--- src/rtl/alu_z_stage.sv ---
// alu_z_stage: result-capture stage behind the datapath ALU units.
// Waits a per-class settle count after a start request, then captures the
// selected unit's output into the 64-bit Z register with C/Z/N flags and
// pulses done for one cycle. All outputs are registered.
module alu_z_stage #(
  parameter int unsigned LOGIC_CYCLES  = 1,
  parameter int unsigned ADDSUB_CYCLES = 1,
  parameter int unsigned MUL_CYCLES    = 4,
  parameter int unsigned DIV_CYCLES    = 8
) (
  input  logic        clock,
  input  logic        clear,
  input  logic        start,
  input  logic [1:0]  op_class,
  input  logic [31:0] logic_result,
  input  logic        logic_carry,
  input  logic        logic_zero,
  input  logic [31:0] addsub_result,
  input  logic        addsub_carry,
  input  logic        addsub_zero,
  input  logic [63:0] mul_product,
  input  logic [31:0] div_quotient,
  input  logic [31:0] div_remainder,
  input  logic [31:0] div_b,
  output logic [63:0] z_out,
  output logic        flag_c,
  output logic        flag_z,
  output logic        flag_n,
  output logic        div_by_zero,
  output logic        busy,
  output logic        done
);

  localparam logic [1:0] IDLE   = 2'd0;
  localparam logic [1:0] SETTLE = 2'd1;
  localparam logic [1:0] DONE   = 2'd2;

  localparam logic [1:0] OP_LOGIC  = 2'b00;
  localparam logic [1:0] OP_ADDSUB = 2'b01;
  localparam logic [1:0] OP_MUL    = 2'b10;
  localparam logic [1:0] OP_DIV    = 2'b11;

  // Counter preload is N-1; a zero parameter behaves as a single settle cycle.
  localparam logic [3:0] LOGIC_LOAD  = (LOGIC_CYCLES  == 0) ? 4'd0 : 4'(LOGIC_CYCLES  - 1);
  localparam logic [3:0] ADDSUB_LOAD = (ADDSUB_CYCLES == 0) ? 4'd0 : 4'(ADDSUB_CYCLES - 1);
  localparam logic [3:0] MUL_LOAD    = (MUL_CYCLES    == 0) ? 4'd0 : 4'(MUL_CYCLES    - 1);
  localparam logic [3:0] DIV_LOAD    = (DIV_CYCLES    == 0) ? 4'd0 : 4'(DIV_CYCLES    - 1);

  logic [1:0]  state;
  logic [1:0]  op_q;
  logic [3:0]  cnt;
  logic [3:0]  load_val;
  logic [63:0] cap_z;
  logic        cap_c;
  logic        cap_zf;
  logic        cap_n;

  // Settle-count preload for the class being accepted (live op_class).
  always_comb begin
    load_val = LOGIC_LOAD;
    case (op_class)
      OP_LOGIC:  load_val = LOGIC_LOAD;
      OP_ADDSUB: load_val = ADDSUB_LOAD;
      OP_MUL:    load_val = MUL_LOAD;
      OP_DIV:    load_val = DIV_LOAD;
      default:   load_val = LOGIC_LOAD;
    endcase
  end

  // Capture value and flags selected by the latched class.
  always_comb begin
    cap_z  = '0;
    cap_c  = 1'b0;
    cap_zf = 1'b0;
    cap_n  = 1'b0;
    case (op_q)
      OP_LOGIC: begin
        cap_z  = {32'd0, logic_result};
        cap_c  = logic_carry;
        cap_zf = logic_zero;
        cap_n  = logic_result[31];
      end
      OP_ADDSUB: begin
        cap_z  = {32'd0, addsub_result};
        cap_c  = addsub_carry;
        cap_zf = addsub_zero;
        cap_n  = addsub_result[31];
      end
      OP_MUL: begin
        cap_z  = mul_product;
        cap_zf = (mul_product == '0);
        cap_n  = mul_product[63];
      end
      OP_DIV: begin
        cap_z  = {div_remainder, div_quotient};
        cap_zf = (div_quotient == '0);
        cap_n  = div_quotient[31];
      end
      default: cap_z = '0;
    endcase
  end

  // Control FSM, settle counter and registered Z/flag outputs.
  always_ff @(posedge clock) begin
    if (clear) begin
      state       <= IDLE;
      op_q        <= OP_LOGIC;
      cnt         <= '0;
      z_out       <= '0;
      flag_c      <= 1'b0;
      flag_z      <= 1'b0;
      flag_n      <= 1'b0;
      div_by_zero <= 1'b0;
      busy        <= 1'b0;
      done        <= 1'b0;
    end else begin
      case (state)
        IDLE, DONE: begin
          done <= 1'b0;
          if (start) begin
            op_q  <= op_class;
            cnt   <= load_val;
            busy  <= 1'b1;
            state <= SETTLE;
          end else begin
            state <= IDLE;
          end
        end
        SETTLE: begin
          if (cnt != '0) begin
            cnt <= cnt - 4'd1;
          end else begin
            z_out  <= cap_z;
            flag_c <= cap_c;
            flag_z <= cap_zf;
            flag_n <= cap_n;
            if (op_q == OP_DIV && div_b == '0) div_by_zero <= 1'b1;
            busy  <= 1'b0;
            done  <= 1'b1;
            state <= DONE;
          end
        end
        default: begin
          busy  <= 1'b0;
          done  <= 1'b0;
          state <= IDLE;
        end
      endcase
    end
  end

endmodule

--- config.mk ---
export PLATFORM = sky130hd
export DESIGN_NAME = alu_z_stage
export DESIGN_NICKNAME = d
export VERILOG_FILES = /design/src/rtl/alu_z_stage.sv
export SDC_FILE = /design/constraint.sdc
export NUM_CORES = 1
export LEC_CHECK = 0
export CAP_MARGIN = 20
export CORE_AREA = 2 2 116 118
export CTS_CLUSTER_DIAMETER = 100
export CTS_CLUSTER_SIZE = 8
export DETAILED_ROUTE_END_ITERATION = 10
export DIE_AREA = 0 0 118 120
export PLACE_DENSITY = 0.89
export SLEW_MARGIN = 15
export SYNTH_ARGS = -nofsm -noshare
export SYNTH_HDL_FRONTEND = slang
export SYNTH_SLANG_ARGS = --single-unit
--- constraint.sdc ---
create_clock -name clock -period 4.4 [get_ports clock]
set_input_delay 1.32 -clock clock [delete_from_list [all_inputs] [get_ports clock]]
set_output_delay 1.32 -clock clock [all_outputs]
set_load 0.005 [all_outputs]
==> results.py, run 1 <==
metrics = {
    "clock_network": {
        "cts_tree": "built",
        "numCtsBuffers": 9,
        "clk_pin_slew_worst_paths_ps": 60,
        "clockRootBuffer": "clkbuf_16",
        "post-cts-setup-buffers": 0,
        "cts.sinks": 78,
        "h-tree-depth": 3,
        "cts_hold_buf": 0,
        "clock_latency_ps": 330,
        "cts_resized": 0,
        "clockBufferDepth": 2,
    },
    "routing": {
        "wl_um": 18800,
        "ant_nets": 0,
        "drt_iter0_markers": 419,
        "firstDrtPassIters": 5,
        "drc": 0,
        "wl_per_cell_um": 20.0,
        "via_per_inst": 5.31,
        "via_count": 4996,
    },
    "power": {
        "peakVddDrop_uv": 214,
        "p_leak_nw": 2.57,
        "total_power_mw": 2.27,
        "power_density_mw_per_mm2": 293,
    },
    "worst_setup_path": {
        "crit_arrival_ps": 3310,
        "critPathMostFrequentCell": "nor4_1",
        "endpoint_kind": "register",
        "path_class": "primary input to register",
        "cp_slowest_stage_delay_ps": 560,
        "start_kind": "primary input",
        "crit_fanout": 2,
        "cp_cell_sequence": "clkdlybuf4s50_1, nor4_1, nand2_1, nor4_1, nand4_1, a2111oi_2",
        "critical_path_required_ps": 4640,
        "reg2reg_slack_ps": 1930,
        "slowest_stage": "nor4_1",
    },
    "sta": {
        "setup_tns_ps": 0,
        "max_freq_ghz": 0.325,
        "rsz0062_at_grt": "false",
        "slew_headroom_pct": 38.4,
        "holdWs_ps": 451,
        "hold_viol": 0,
        "setup_slack_ps": 1330,
        "period_minus_slack_ps": 3070,
        "maxSlewViolCount": 0,
        "setup_viol": 0,
        "skew_ps": 4.28,
        "worst_pin_slew_ps": 922,
        "min_period_over_period_pct": 69.9,
    },
    "placed_design": {
        "placed_area_mm2": 0.00739,
        "dp.cells": 924,
        "pre_cts_ws_ps": 922,
        "hpwlAfterDp_um": 14800,
        "routabilityCongestion": 0.887,
        "io_buffers": 302,
    },
    "synth": {
        "synthDistinctLibCells": 33,
        "synth_nets": 714,
        "synthCells": 480,
        "synth-seq-cells": 78,
        "syn_avg_cell_area_um2": 8.90,
        "ys_seq_area_share_pct": 36.5,
        "yosysWarningCount": 0,
        "syn_area_mm2": 0.00427,
    },
    "finish": {
        "insertedDiodeCount": 0,
        "final_area_mm2": 0.00776,
        "nets": 993,
        "area_growth_pct": 81.6,
        "fin_cells": 940,
        "final_util_pct": 59.8,
        "drive_above_1_share_pct": 12.0,
    },
    "floorplan": {
        "die_area_mm2": 0.0142,
        "die_height_um": 120,
        "std_cell_rows": 42,
        "initial_core_util_pct": 32.9,
        "die-width_um": 118,
        "io-pin-count": 303,
        "core_area_mm2": 0.0130,
    },
    "global_routing": {
        "antenna_found_initial": 0,
        "grt_pass1_wl_um": 28600,
        "grt_usage_pct": 26.4,
        "grt_overflow": 0,
        "grt_max_degree": 73,
        "grt_pass1_vias": 5003,
    },
    "run_status": {
        "status": "finished clean",
    },
    "hold_path": {
        "hold_path.class": "register to register",
    },
    "run": {
        "cap_violations": 0,
    },
}
[flip-flops by register name, indices dropped and copies added, names as in the netlist]
name         count
div_by_zero      1
z_out           64
cnt              4
flag_z           1
flag_c           1
busy             1
state            2
done             1
op_q             2
flag_n           1
[kinds of logic (layout without fill, tap and decap cells)]
kind of cell | count (synthesis) | after routing | share of synthesized area (%)
adder cells (fa/ha/maj) | 1 | 1 | 0.293
multiplexers | 65 | 65 | 25.2
AO/OA/AOI/OAI | 83 | 83 | 10.5
XOR/XNOR | 1 | 1 | 0.205
flip-flops | 78 | 78 | 36.5
buffers and inverters | 45 | 329 | 4.68
AND/OR/NAND/NOR | 207 | 207 | 22.5
[area by class of cell]
class / count / area, um2
Clock buffer: 10 / 239
Timing Repair Buffer: 309 / 3070
Inverter: 4 / 15.0
Fill cell: 1111 / 5220
Tap cell: 176 / 220
Multi-Input combinational cell: 357 / 2520
Sequential cell: 78 / 1570
Clock inverter: 6 / 133
[Yosys cell counts]
| cell | count | area (um2) |
|---|---|---|
| a2111oi_2 | 1 | 15.0 |
| buf_6 | 2 | 22.5 |
| xnor2_1 | 1 | 8.76 |
| buf_1 | 3 | 11.3 |
| nor4_2 | 1 | 12.5 |
| a31oi_1 | 1 | 6.26 |
| or3b_1 | 1 | 8.76 |
| dfxtp_1 | 78 | 1560 |
| a21o_1 | 1 | 7.51 |
| clkbuf_1 | 23 | 86.3 |
| nor4b_1 | 1 | 8.76 |
| mux2i_1 | 3 | 30.0 |
| o21ai_0 | 2 | 10.0 |
| o31a_1 | 1 | 8.76 |
| nand2b_1 | 1 | 6.26 |
| buf_2 | 13 | 65.1 |
| and2_1 | 1 | 6.26 |
| nand2_1 | 101 | 379 |
| nor4_1 | 34 | 213 |
| mux2_2 | 31 | 349 |
| a211o_1 | 2 | 17.5 |
| nand3_1 | 36 | 180 |
| or2_1 | 1 | 6.26 |
| nor3_1 | 4 | 20.0 |
| a21oi_1 | 72 | 360 |
| nor2b_1 | 4 | 25.0 |
| nor2_1 | 16 | 60.1 |
| nand4_1 | 6 | 37.5 |
| ha_1 | 1 | 12.5 |
| a211oi_1 | 1 | 7.51 |
| inv_1 | 4 | 15.0 |
| mux4_2 | 31 | 698 |
| a311oi_1 | 2 | 17.5 |
[worst max-delay path, delay by kind of cell]
kind,cells,cell delay (ps)
AND/OR/NAND/NOR,4,1200
buffers and inverters,1,420
AO/OA/AOI/OAI,1,370
[cell usage in the layout (no fill, tap or decap), types with 3 or more instances in the layout]
master / count
a21oi_1: 72
buf_4: 7
bufinv_16: 4
clkbuf_16: 9
clkdlybuf4s50_1: 301
dfxtp_1: 76
inv_1: 4
mux2_2: 31
mux2i_1: 3
mux4_2: 31
nand2_1: 101
nand3_1: 36
nand4_1: 6
nor2_1: 15
nor2b_1: 4
nor3_1: 4
nor4_1: 34
[layer usage]
layer,share of wire (%),up-vias,global-route usage (%)
li1,-,2325,-
met1,39,2390,31.6
met2,51,249,45.9
met3,7.4,32,6.27
met4,2.8,0,9.94
met5,0,-,0
[worst paths after layout]
check / startpoint / endpoint / cells after the start
min: z_out[62]$_SDFFE_PP0P_ / z_out[62]$_SDFFE_PP0P_ / 2
max: mul_product[56] / flag_z$_SDFFE_PP0P_ / 6
min reg2reg: z_out[62]$_SDFFE_PP0P_ / z_out[62]$_SDFFE_PP0P_ / 2
max reg2reg: cnt[0]$_SDFFE_PP0P_ / z_out[31]$_SDFFE_PP0P_ / 7
[power by group]
group          total [mW]  switching (mW)  internal [mW]
combinational       0.576           0.226          0.350
sequential          0.776          0.0324          0.744
clock               0.921           0.295          0.626
total                2.27           0.553           1.72
Power figures use the tool's default switching activity.
==> run 2, diff against run 1 <==
- CORE_AREA: 2 2 116 118 -> default
- CORE_MARGIN: default -> 2
- CORE_UTILIZATION: default -> 32
- DIE_AREA: 0 0 118 120 -> default
- PLACE_DENSITY: 0.89 -> 0.9
- clock period: 4.4 -> 2.59 ns (I/O delays scaled with it)
==> run 2 against run 1 <==
Effect of this change:
- non-clock buffer count rose by 31
- largest cell class unchanged
- hold slack improved by 1.3 ps
- utilization rose by 1.1 points
- critical path depth rose by 1
- register-to-register slack got worse by 1500 ps
- highest routed layer unchanged
- first-iteration DRC count decreased by 41%
- power rose by 57%
- setup slack worse by 1100 ps
- sequential share of layout area down 0.59 points
- clock-buffer cell count grew 1
==> results.py, run 2 (synthesis results as in run 1) <==
metrics = {
    "worst_setup_path": {
        "critical_path_required_ps": 2820,
        "reg2reg_from": "cnt[0]$_SDFFE_PP0P_",
        "endpoint_kind": "register",
        "path_class": "primary input to register",
        "r2r_cells": 8,
        "crit_arrival_ps": 2570,
        "reg2reg_slack_ps": 450,
        "crit_fanout": 2,
        "start_kind": "primary input",
        "worstReg2RegEnd": "flag_c$_SDFFE_PP0P_",
    },
    "routing": {
        "drc": 0,
        "wl_per_cell_um": 19.6,
        "firstDrtPassIters": 4,
        "ant_nets": 0,
        "via_count": 5086,
        "wl_um": 19000,
        "drt_iter0_markers": 246,
        "via_per_inst": 5.24,
    },
    "sta": {
        "worst_pin_slew_ps": 546,
        "max_freq_ghz": 0.427,
        "setup_tns_ps": 0,
        "skew_ps": 10.5,
        "period_minus_slack_ps": 2340,
        "slew_headroom_pct": 63.6,
        "min_period_over_period_pct": 90.5,
        "maxSlewViolCount": 0,
        "rsz0062_at_grt": "false",
        "hold_viol": 0,
        "setup_viol": 0,
        "setup_slack_ps": 247,
    },
    "clock_network": {
        "cts_tree": "built",
        "h-tree-depth": 3,
        "cts.sinks": 78,
        "cts_hold_buf": 0,
        "cts_resized": 1,
        "clk_pin_slew_worst_paths_ps": 60,
        "clockBufferDepth": 2,
        "post-cts-setup-buffers": 0,
        "clock_latency_ps": 330,
        "clockRootBuffer": "clkbuf_16",
        "numCtsBuffers": 9,
    },
    "floorplan": {
        "std_cell_rows": 42,
        "die_height_um": 120,
        "initial_core_util_pct": 32.5,
        "die_area_mm2": 0.0143,
        "io-pin-count": 303,
        "core_area_mm2": 0.0131,
        "die-width_um": 120,
    },
    "power": {
        "p_int_mw": 2.60,
        "clkPwrFrac_pct": 33.9,
        "power_density_mw_per_mm2": 445,
        "power_frac_comb_pct": 29.3,
        "seq_power_share_pct": 36.8,
        "switchingPower_uw": 957,
        "p_leak_nw": 2.71,
        "peakVddDrop_uv": 276,
        "swShare_pct": 26.9,
    },
    "global_routing": {
        "grt_pass1_vias": 5122,
        "grt_pass1_wl_um": 28400,
        "antenna_found_initial": 0,
        "grt_overflow": 0,
        "grt_max_degree": 73,
        "grt_usage_pct": 25.9,
    },
    "placed_design": {
        "pre_cts_ws_ps": -341,
        "routabilityCongestion": 0.896,
        "dp.cells": 955,
        "hpwlAfterDp_um": 15200,
        "io_buffers": 302,
    },
    "finish": {
        "reg_top3": "z_out x64, cnt x4",
        "drive_above_1_share_pct": 15.8,
        "fillCellCount": 1115,
        "area_growth_pct": 87.1,
        "insertedDiodeCount": 0,
        "nets": 1024,
        "largest_reg_flops": 64,
        "fin_cells": 971,
        "final_common_cell": "clkdlybuf4s50_1",
        "layout_common_cells": "301 x clkdlybuf4s50_1, 101 x nand2_1, 76 x dfxtp_1",
        "max_flop_register": "z_out",
    },
    "run": {
        "cap_violations": 0,
    },
    "hold_path": {
        "hold_end": "z_out[38]$_SDFFE_PP0P_",
        "hold_depth": 2,
        "hold_path.class": "register to register",
        "worst_hold_startpoint": "z_out[38]$_SDFFE_PP0P_",
    },
    "run_status": {
        "status": "finished clean",
    },
}
[run 2: cell count changes in the layout (fill, tap and decap cells not counted), sizes merged]
cell,previous run,this run
buf,8,39
bufinv,4,0
clkbuf,10,11
clkinv,1,2
clkinvlp,1,3
[run 2: final cells by class]
class | count | area [um2] | area share (%)
Tap cell | 176 | 220 | 2.75
Clock inverter | 5 | 32.5 | 0.407
Timing Repair Buffer | 340 | 3370 | 42.1
Sequential cell | 78 | 1570 | 19.6
Clock buffer | 11 | 254 | 3.18
Multi-Input combinational cell | 357 | 2540 | 31.8
Inverter | 4 | 15.0 | 0.188
[run 2: layer usage]
| metal | up-vias | global-route usage (%) | part of all wire [%] |
|---|---|---|---|
| met4 | 0 | 8.68 | 2.5 |
| met5 | - | 0 | 0 |
| met2 | 236 | 46.3 | 52 |
| li1 | 2381 | - | - |
| met1 | 2435 | 29.9 | 37 |
| met3 | 34 | 6.80 | 8.8 |
[run 2: through the flow]
stage / cell area, um2 / hold WS (ps) / utilization (%) / total power, mW
2_1_floorplan: 4270 / 445 / - / 1.73
3_3_place_gp: 7690 / 436 / 58.5 / 2.36
3_5_place_dp: 7690 / 444 / 58.5 / 2.37
4_1_cts: 7980 / 452 / 60.7 / 3.59
5_1_grt: 8000 / 468 / 60.9 / 3.72
6_report: 8000 / 452 / 60.9 / 3.56
[run 2: worst max-delay path, stage by stage]
cell             delay, ps
clkdlybuf4s50_1        440
nor4b_2                380
buf_4                  170
nand4_1                100
nor4_2                 220
nand4_1                140
a2111oi_2              340
[run 2: power by group through the flow]
| stage | registers, mW | clock network, mW | logic [mW] |
|---|---|---|---|
| final | 1.31 | 1.21 | 1.04 |
| after global routing | 1.32 | 1.29 | 1.11 |
| after CTS | 1.31 | 1.23 | 1.04 |
| after detailed placement | 1.34 | 0 | 1.04 |
| after global placement | 1.33 | 0 | 1.02 |
| after floorplan | 1.33 | 0 | 0.404 |
[run 2: worst max-delay path by stage]
stage,startpoint,end,slack (ps),cells after the start
3_5_place_dp,mul_product[33],flag_z$_SDFFE_PP0P_,-340,7
6_report,mul_product[33],flag_z$_SDFFE_PP0P_,250,7
4_1_cts,mul_product[40],flag_z$_SDFFE_PP0P_,110,7
3_3_place_gp,mul_product[33],flag_z$_SDFFE_PP0P_,-290,7
5_1_grt,mul_product[33],flag_z$_SDFFE_PP0P_,10,7
2_1_floorplan,mul_product[60],flag_z$_SDFFE_PP0P_,640,5
